File: config.mk
export PLATFORM = sky130hd
export DESIGN_NAME = mole_generator
export DESIGN_NICKNAME = d
export VERILOG_FILES = /design/src/rtl/mole_pkg.sv /design/src/rtl/lfsr16.sv /design/src/rtl/mole_generator.sv
export SDC_FILE = /design/constraint.sdc
export NUM_CORES = 1
export LEC_CHECK = 0
export ABC_AREA = 1
export ABC_CLOCK_PERIOD_IN_PS = 2560
export BUFFER_PORTS_ARGS = -buffer_cell sky130_fd_sc_hd__buf_2
export CAP_MARGIN = 20
export CORE_ASPECT_RATIO = 1.25
export CORE_UTILIZATION = 61
export CTS_CLUSTER_SIZE = 8
export DETAILED_ROUTE_END_ITERATION = 10
export PLACE_DENSITY = 0.82
export SLEW_MARGIN = 40
export SYNTH_ARGS = -nofsm -noshare
export SYNTH_HDL_FRONTEND = slang
export SYNTH_HIERARCHICAL = 1
export SYNTH_SLANG_ARGS = --single-unit
File: constraint.sdc
create_clock -name clk -period 2.56 [get_ports clk]
set_input_delay 0.128 -clock clk [delete_from_list [all_inputs] [get_ports clk]]
set_output_delay 0.128 -clock clk [all_outputs]
set_load 0.05 [all_outputs]
File: src/rtl/mole_pkg.sv
// Shared types and helpers for the mole generator: FSM states, LFSR constants
// and the position-folding logic that maps LFSR bits onto the five moles.
package mole_pkg;

    typedef enum logic [1:0] {
        ST_IDLE = 2'd0,
        ST_GAP  = 2'd1,
        ST_SHOW = 2'd2,
        ST_DONE = 2'd3
    } state_t;

    localparam int          NUM_MOLES         = 5;
    // Fibonacci taps 16,14,13,11 expressed as bit positions 15,13,12,10
    localparam logic [15:0] LFSR_TAPS         = 16'hB400;
    localparam logic [15:0] LFSR_DEFAULT_SEED = 16'hACE1;

    function automatic logic [2:0] fold_idx(input logic [2:0] raw);
        logic [2:0] f;
        if (raw > 3'd4) begin
            f = raw - 3'd3;
        end else begin
            f = raw;
        end
        return f;
    endfunction

    // Bumps the folded index so the same mole never lights twice in a row
    function automatic logic [2:0] next_idx(input logic [2:0] raw, input logic [2:0] prev);
        logic [2:0] f;
        logic [2:0] n;
        f = fold_idx(raw);
        if (f == prev) begin
            if (f == 3'(NUM_MOLES - 1)) begin
                n = 3'd0;
            end else begin
                n = f + 3'd1;
            end
        end else begin
            n = f;
        end
        return n;
    endfunction

endpackage

File: src/rtl/lfsr16.sv
// Free-running 16-bit Fibonacci LFSR; a zero seed is swapped for the default
// so the register can never lock up in the all-zero state.
module lfsr16
    import mole_pkg::*;
#(
    parameter logic [15:0] SEED = LFSR_DEFAULT_SEED
) (
    input  logic        clk,
    input  logic        reset_n,
    output logic [15:0] q
);

    localparam logic [15:0] SEED_EFF = (SEED == 16'h0000) ? LFSR_DEFAULT_SEED : SEED;

    logic fb_s;

    // Feedback bit is the XOR of the tapped stages
    always_comb begin
        fb_s = ^(q & LFSR_TAPS);
    end

    // Shift register, advancing every clock once out of reset
    always_ff @(posedge clk or negedge reset_n) begin
        if (!reset_n) begin
            q <= SEED_EFF;
        end else begin
            q <= {q[14:0], fb_s};
        end
    end

endmodule

File: src/rtl/mole_generator.sv
// Round sequencer for the mole-match game: dark gap, lit mole, then close the
// round on a comparator hit or a timeout, ending the game after ROUNDS rounds.
module mole_generator
    import mole_pkg::*;
#(
    parameter int          UP_CYCLES  = 50_000_000,
    parameter int          GAP_CYCLES = 12_500_000,
    parameter int          ROUNDS     = 20,
    parameter logic [15:0] LFSR_SEED  = 16'hACE1
) (
    input  logic       clk,
    input  logic       reset_n,
    input  logic       start,
    input  logic       hit,
    output logic [4:0] mole,
    output logic       mole_valid,
    output logic       hit_pulse,
    output logic       miss_pulse,
    output logic [7:0] round_cnt,
    output logic       game_over
);

    localparam int TMAX = (UP_CYCLES > GAP_CYCLES) ? UP_CYCLES : GAP_CYCLES;
    localparam int TW   = (TMAX > 1) ? $clog2(TMAX) : 1;

    localparam logic [TW-1:0] GAP_LOAD = TW'(GAP_CYCLES - 1);
    localparam logic [TW-1:0] UP_LOAD  = TW'(UP_CYCLES - 1);
    localparam logic [TW-1:0] T_ONE    = TW'(1);
    localparam logic [TW-1:0] T_ZERO   = TW'(0);
    localparam logic [7:0]    ROUNDS_C = 8'(ROUNDS);

    state_t          state_r;
    logic [TW-1:0]   timer_r;
    logic [2:0]      prev_idx_r;
    logic [15:0]     lfsr_s;
    logic [2:0]      idx_s;
    logic [7:0]      next_cnt_s;
    logic            last_s;
    logic            timer_zero_s;
    logic            unused_lfsr_s;

    lfsr16 #(.SEED(LFSR_SEED)) u_lfsr (
        .clk     (clk),
        .reset_n (reset_n),
        .q       (lfsr_s)
    );

    // Only the low three LFSR bits choose the position
    assign unused_lfsr_s = ^lfsr_s[15:3];

    // Next position, round count and end-of-game detection
    always_comb begin
        idx_s        = next_idx(lfsr_s[2:0], prev_idx_r);
        next_cnt_s   = round_cnt + 8'd1;
        last_s       = (next_cnt_s == ROUNDS_C);
        timer_zero_s = (timer_r == T_ZERO);
    end

    // Game FSM with all outputs registered
    always_ff @(posedge clk or negedge reset_n) begin
        if (!reset_n) begin
            state_r    <= ST_IDLE;
            timer_r    <= T_ZERO;
            prev_idx_r <= 3'd0;
            mole       <= 5'd0;
            mole_valid <= 1'b0;
            hit_pulse  <= 1'b0;
            miss_pulse <= 1'b0;
            round_cnt  <= 8'd0;
            game_over  <= 1'b0;
        end else begin
            hit_pulse  <= 1'b0;
            miss_pulse <= 1'b0;
            case (state_r)
                ST_IDLE, ST_DONE: begin
                    if (start) begin
                        state_r   <= ST_GAP;
                        timer_r   <= GAP_LOAD;
                        round_cnt <= 8'd0;
                        game_over <= 1'b0;
                    end
                end
                ST_GAP: begin
                    if (timer_zero_s) begin
                        state_r    <= ST_SHOW;
                        timer_r    <= UP_LOAD;
                        mole       <= 5'b00001 << idx_s;
                        mole_valid <= 1'b1;
                        prev_idx_r <= idx_s;
                    end else begin
                        timer_r <= timer_r - T_ONE;
                    end
                end
                ST_SHOW: begin
                    // A hit on the final lit cycle still counts as a hit
                    if (hit || timer_zero_s) begin
                        hit_pulse  <= hit;
                        miss_pulse <= ~hit;
                        mole       <= 5'd0;
                        mole_valid <= 1'b0;
                        round_cnt  <= next_cnt_s;
                        if (last_s) begin
                            state_r   <= ST_DONE;
                            game_over <= 1'b1;
                        end else begin
                            state_r <= ST_GAP;
                            timer_r <= GAP_LOAD;
                        end
                    end else begin
                        timer_r <= timer_r - T_ONE;
                    end
                end
                default: begin
                    state_r <= ST_IDLE;
                end
            endcase
        end
    end

endmodule
**Yosys cells after proc, flatten, opt, wreduce, memory -nomap -nowiden**

Index checks and enable logic that the tools add are counted.

- Flip-flop bits (word level): 64
- Input port bits: 4
- Output and inout port bits: 17
- Logic and storage cells: 71

- $add $sub $neg: 4
- Magnitude comparators: 1
- Eq/ne operators: 11
- Shifts and indexed selects: 1
- Mux-type cells: 30
- Bitwise gates (word level): 1
- Reductions and logical operators: 13

Operators with widths:

| operator | number |
|---|---|
| 26-bit 2-to-1 mux | 4 |
| 26-bit case mux with 3 select lines | 1 |
| 26-bit zero test | 1 |
| 26-bit by 1-bit subtractor with 26-bit output (second input constant) | 1 |
| 8-bit 2-to-1 mux | 2 |
| 8-bit case mux with 2 select lines | 1 |
| 16-bit parity | 1 |
| 5-bit 2-to-1 mux | 2 |
| 5-bit case mux with 2 select lines | 1 |
| 1-bit 2-to-1 mux | 9 |
| 3-bit 2-to-1 mux | 3 |
| 3-bit AND reduction | 3 |
| 8-bit by 1-bit adder with 8-bit output (second input constant) | 1 |
| 8-bit by 5-bit == test with 1-bit output (second input constant) | 1 |
| 2-bit 2-to-1 mux | 4 |
| 2-bit inequality test (second input constant) | 4 |
| 2-bit case mux with 3 select lines | 1 |
| 1-bit by 3-bit << shifter with 5-bit output (first input constant) | 1 |
| 2-bit == test (second input constant) | 2 |
| 1-bit case mux with 2 select lines | 2 |
| 2-bit AND reduction | 2 |
| 4-bit AND reduction | 1 |
| 2-bit nonzero test | 2 |
| 3-bit by 1-bit adder with 3-bit output (second input constant) | 1 |
| 10 further kinds | 10 |

**Longest topological paths before layout**

- Depth in word-level cells: 8
- Depth in mapped cells: 16
- Gate-level depth less buffers: 16

**Cells and area by module**

The synthesis kept the hierarchy.

By module, submodules not included:

| module | instances | cells an instance | area each (µm²) | sequential area each (µm²) |
|---|---|---|---|---|
| mole_generator | 1 | 522 | 3397.0 | 1201.2 |
| lfsr16 | 1 | 33 | 481.7 | 410.4 |

**Least setup slack after synthesis**

No wires, ideal clock.

- Path kind: register -> register
- Start point: register round_cnt[1]
- End point: register timer_r[10]
- Setup time: 0.117 ns
- Arrival: 2.027 ns
- Required time: 2.443 ns
- Slack: 0.416 ns
- Stages on the path, launching flop included: 14
- Path buffers: 1
- Clock period less this slack: 2.144 ns
- Cell sequence: dfrtp_1 > ha_1 > nand2_1 > nor2_1 > nand2_1 > nand2_1 > nand2_2 > nor2_4 > nand3_1 > nor2_1 > nor2_2 > buf_6 > nand2_1 > nand2_1

- Longest elaborated chain between the ends: 4

Ends and longest elaborated chain:

| element | RTL line | text |
|---|---|---|
| from (decl) | mole_generator.sv:19 | `output logic [7:0] round_cnt,` |
| from (signal assigned) | mole_generator.sv:101 | `round_cnt <= next_cnt_s;` |
| 8-bit by 1-bit adder with 8-bit output | mole_generator.sv:54 | `next_cnt_s = round_cnt + 8'd1;` |
| 8-bit by 5-bit == test with 1-bit output | mole_generator.sv:55 | `last_s = (next_cnt_s == ROUNDS_C);` |
| 3-bit inequality test (no source line) | -- |  |
| 2-bit AND reduction (no source line) | -- |  |
| to (signal assigned) | mole_generator.sv:91 | `timer_r <= timer_r - T_ONE;` |
| to (signal assigned) | mole_generator.sv:110 | `timer_r <= timer_r - T_ONE;` |
| to (decl) | mole_generator.sv:33 | `logic [TW-1:0] timer_r;` |

Every way passes these cells.
A chain may end at the register's enable or synchronous reset.

**Worst setup path after layout**

- Start point: register u_lfsr.q[0]
- End point: register mole[3]

- Longest elaborated chain between the ends: 8
- Elaborated cells on any way between the ends: 11
- Those cells by class: 2 x add/sub; 1 x order compare; 2 x eq/ne; 1 x shift; 5 x mux

Ends and longest elaborated chain:

| element | RTL line | text |
|---|---|---|
| from (decl) | lfsr16.sv:10 | `output logic [15:0] q` |
| from (signal assigned) | lfsr16.sv:27 | `q <= {q[14:0], fb_s};` |
| 3-bit by 2-bit subtractor with 3-bit output / 3-bit greater-than comparator (equally long branches) | mole_pkg.sv:20, mole_pkg.sv:19 |  |
| 3-bit 2-to-1 mux * | mole_pkg.sv:19 | `if (raw > 3'd4) begin` |
| 3-bit by 1-bit adder with 3-bit output / 3-bit == test (equally long branches) | mole_pkg.sv:36, mole_pkg.sv:33 |  |
| 3-bit 2-to-1 mux | mole_pkg.sv:33 | `if (f == 3'(NUM_MOLES - 1)) begin` |
| 3-bit 2-to-1 mux * | mole_pkg.sv:32 | `if (f == prev) begin` |
| 1-bit by 3-bit << shifter with 5-bit output * | mole_generator.sv:87 | `mole <= 5'b00001 << idx_s;` |
| 5-bit 2-to-1 mux * | mole_generator.sv:84 | `if (timer_zero_s) begin` |
| 5-bit case mux with 2 select lines * | mole_generator.sv:74 | `case (state_r)` |
| to (signal assigned) | mole_generator.sv:87 |  |
| to (decl) | mole_generator.sv:15 | `output logic [4:0] mole,` |

Every way passes the cells marked *; elsewhere a longest branch is shown, timed or not. The select of a mux whose other input is x is not followed.

==> metrics.md <==
| Metric | Value |
|---|---|
| Hold Vio Cnt, Final | `0` |
| Pwr per Cell Area | `972.3 nW/um2` |
| Ys Warns | `6` |
| H-tree depth | `3` |
| Global-route wire length before repair | `14930 um` |
| Initial Util | `0.6291` |
| Top_reg_cell synth | `dfrtp_1` |
| Detailed Routing Iterations Pass 1 | `7` |
| Placed inst area | `4054 um2` |
| Gr usage total | `0.2931` |
| Area growth, synth to finish | `9.549%` |
| CORE AREA | `6166 um2` |
| Syn Inst Count | `555` |
| CTS Sinks | `64` |
| Max-cap viol count | `0` |
| Crit share post-route | `0.8683` |
| Hold Crit Class | `primary input to flip-flop` |
| Placer Congestion | `0.9191` |
| DRC viols | `0` |
| RSZ-0062 raised after global routing | `false` |
| Port Buffer Count | `20` |
| Most frequent cell after synthesis | `nand2_1` |
| Switching Share | `0.4581` |
| Final TNS setup | `0 ns` |
| Post-CTS Resized | `0` |
| Routed WL | `8709 um` |
| DIE HEIGHT | `91.16 um` |
| Async SR Flop Fraction | `1.000` |
| Avg Vias per Cell | `5.295` |
| CTS buffer count | `9` |
| Max Slew Vio Count | `0` |
| R2R Path Start | `u_lfsr/q[0]$_DFF_PN1_` |
| Logic pwr share | `0.458` |
| Clock latency on the worst-skew pair | `0.35 ns` |
| Critical path class | `flip-flop to flip-flop` |
| Reg power frac | `0.345` |
| Min cycle time layout | `2.223 ns` |
| IO Count | `21` |
| Mean Syn Cell Area | `6.989 um2` |
| Worst Tran Pin Value | `0.5294 ns` |
| Largest net degree at the start of global routing | `34` |
| Initial antenna violation count | `0` |
| NumNets Final | `597` |
| P_sw | `1.893 mW` |
| EDFF count, synth | `0` |
| Hold Startpoint | `hit` |
| P_int | `2.239 mW` |
| Worst vdd ir | `0.5214 mV` |
| Root buffer cell | `clkbuf_8` |
| Largest cells by area after synthesis | `dfrtp_1 36%, nand2_1 23%, nor2_1 6.5%, nand3_1 5.8%, dfstp_2 5.4%` |
| Area leader, netlist | `dfrtp_1` |
| Relative slew margins | `0.6458` |
| Top-area cell type share of the netlist area | `0.3613` |
| Clock Power Share | `0.197` |
| Routed len/inst | `12.92 um` |
| Number of fill cells | `530` |
| Hold Slack | `0.02891 ns` |
| Layout cell share with drive strength beyond 1 | `0.1188` |
| Crit. Startpoint | `u_lfsr/q[0]$_DFF_PN1_` |
| Dpl hpwl | `6238 um` |
| Syn nets | `568` |
| Clock Skews | `0.008854 ns` |
| Synth unique cells | `35` |
| CTS tree | `yes` |
| CTS max path bufs | `2` |
| Final ANT Viol Nets | `0` |
| Final worst slack | `0.3373 ns` |
| Pre-CTS setup slack | `0.3066 ns` |
| Final setup violating endpoints | `0` |
| Final Cell Area | `4249 um2` |
| DR vias | `3569` |
| Peak Freq | `449.9 MHz` |
| Post-CTS Setup Bufs | `0` |
| Crit-path max FO | `6` |
| Critical Path End Type | `flip-flop` |
| Worst endpoint data arrival time | `2.46 ns` |
| CP Launch Type | `flip-flop` |
| GR Overflow Total | `0` |
| Pleak | `2.269 nW` |
| Vias in the first global route | `3487` |
| Top cells by count, synth | `237 x nand2_1, 67 x nor2_1, 56 x dfrtp_1` |
| # diodes | `0` |
| Mapped Area | `3879 um2` |
| Sequential area share after synthesis | `0.4155` |
| Die area | `6683 um2` |
| WP data required | `2.80 ns` |
| Rows | `32` |
| Yosys reg bits | `64` |
| DRT iter0 DRCs | `275` |
| Status | `finished clean` |
| Die W | `73.32 um` |
| Clock transition at path regs | `0.06 ns` |
==> registers in the layout, summed over array words and instances (netlist names) <==
register and flops:
mole 5, mole_valid 1, round_cnt 8, u_lfsr/q 16, game_over 1, timer_r 26
state_r 2, prev_idx_r 3, hit_pulse 1, miss_pulse 1
==> path summary, 6_finish.rpt <==
path	end	slack, ns	depth (start not counted)
hold / removal	miss_pulse$_DFF_PN0_	0.03	2
setup reg to reg	mole[3]$_DFFE_PN0P_	0.34	15
max in group asynchronous	u_lfsr/q[0]$_DFF_PN1_	1.71	3
setup / recovery	mole[3]$_DFFE_PN0P_	0.34	15
min in group asynchronous	u_lfsr/q[9]$_DFF_PN0_	0.16	2
hold reg to reg	u_lfsr/q[9]$_DFF_PN0_	0.35	0
==> critical path: stages, from the launching register on <==
cell,delay (ns)
dfstp_2,0.56
inv_1,0.08
ha_1,0.20
inv_1,0.10
nand2_1,0.08
nand2_1,0.08
nand2_1,0.09
inv_1,0.06
ha_1,0.13
nand3_1,0.09
nand2_1,0.08
inv_1,0.04
o21ai_1,0.31
inv_1,0.07
nand3_1,0.08
nand2_1,0.05
==> placed cells by master (no fill, tap or decap) <==
cell type	n
nand2_1	237
nor2_1	67
dfrtp_1	56
inv_1	54
nand3_1	45
buf_2	20
nand4_1	9
ha_1	9
clkbuf_8	9
o21ai_0	8
dfstp_2	8
xnor2_1	6
xor2_1	6
nor2_2	5
nor2_4	5
buf_4	5
nand2_2	3
nor3_1	3
o21ai_1	3
o21bai_1	3
or2_2	3
clkinv_2	3
clkbuf_1	3
nand2_4	2
o22ai_1	2
a31o_2	2
inv_2	1
o21ai_2	1
clkinv_1	1
nand3b_1	1
nand3_2	1
and2_1	1
nand4_4	1
o211ai_1	1
a21o_1	1
a21boi_0	1
nand2b_1	1
bufinv_16	1
dlygate4sd3_1	1
==> power by group through the flow <==
| stage | logic [mW] | clock network, mW | registers, mW |
|---|---|---|---|
| final | 1.89 | 0.813 | 1.42 |
| after global routing | 2.16 | 0.882 | 1.44 |
| after CTS | 1.87 | 0.832 | 1.41 |
| after detailed placement | 1.86 | 0 | 1.42 |
| after global placement | 1.80 | 0 | 1.42 |
| after floorplan | 1.42 | 0 | 1.46 |
==> through the flow <==
stage | power, mW | instances | utilization
global placement | 3.215 | 657 | 0.6575
finish | 4.132 | 674 | 0.6891
detailed placement | 3.282 | 657 | 0.6575
floorplan | 2.886 | 555 | -
global route | 4.483 | 674 | 0.6891
CTS | 4.116 | 674 | 0.6883
==> final cells by class <==
class / instances / area (um2) / area share
multi-input combinational: 427 / 1993 / 0.4691
sequential: 64 / 1612 / 0.3793
inverter: 56 / 210.2 / 0.04947
timing repair buffer: 26 / 147.6 / 0.03475
clock buffer: 12 / 135.1 / 0.03180
tap: 85 / 106.4 / 0.02503
clock inverter: 4 / 45.04 / 0.01060
==> logic make-up after synthesis <==
family / after synthesis / share of synthesized area
flip-flops: 64 / 0.4155
XOR/XNOR: 12 / 0.02710
buffers and inverters: 64 / 0.07193
AO/OA/AOI/OAI: 22 / 0.03581
AND/OR/NAND/NOR: 384 / 0.4206
adder cells (fa/ha/maj): 9 / 0.02903
==> metal layers <==
metal,routed length [um],global-route usage
met5,0,0
met4,319,0.1426
met3,461,0.07325
met2,4390,0.5093
met1,3538,0.3267
==> repair_timing <==
| action | in CTS | in global routing |
|---|---|---|
| hold endpoints to repair | 28 | 0 |
| hold buffers | 1 | 0 |
| endpoints found under the setup margin | 0 | 0 |
(Power assumes the default switching activity.)
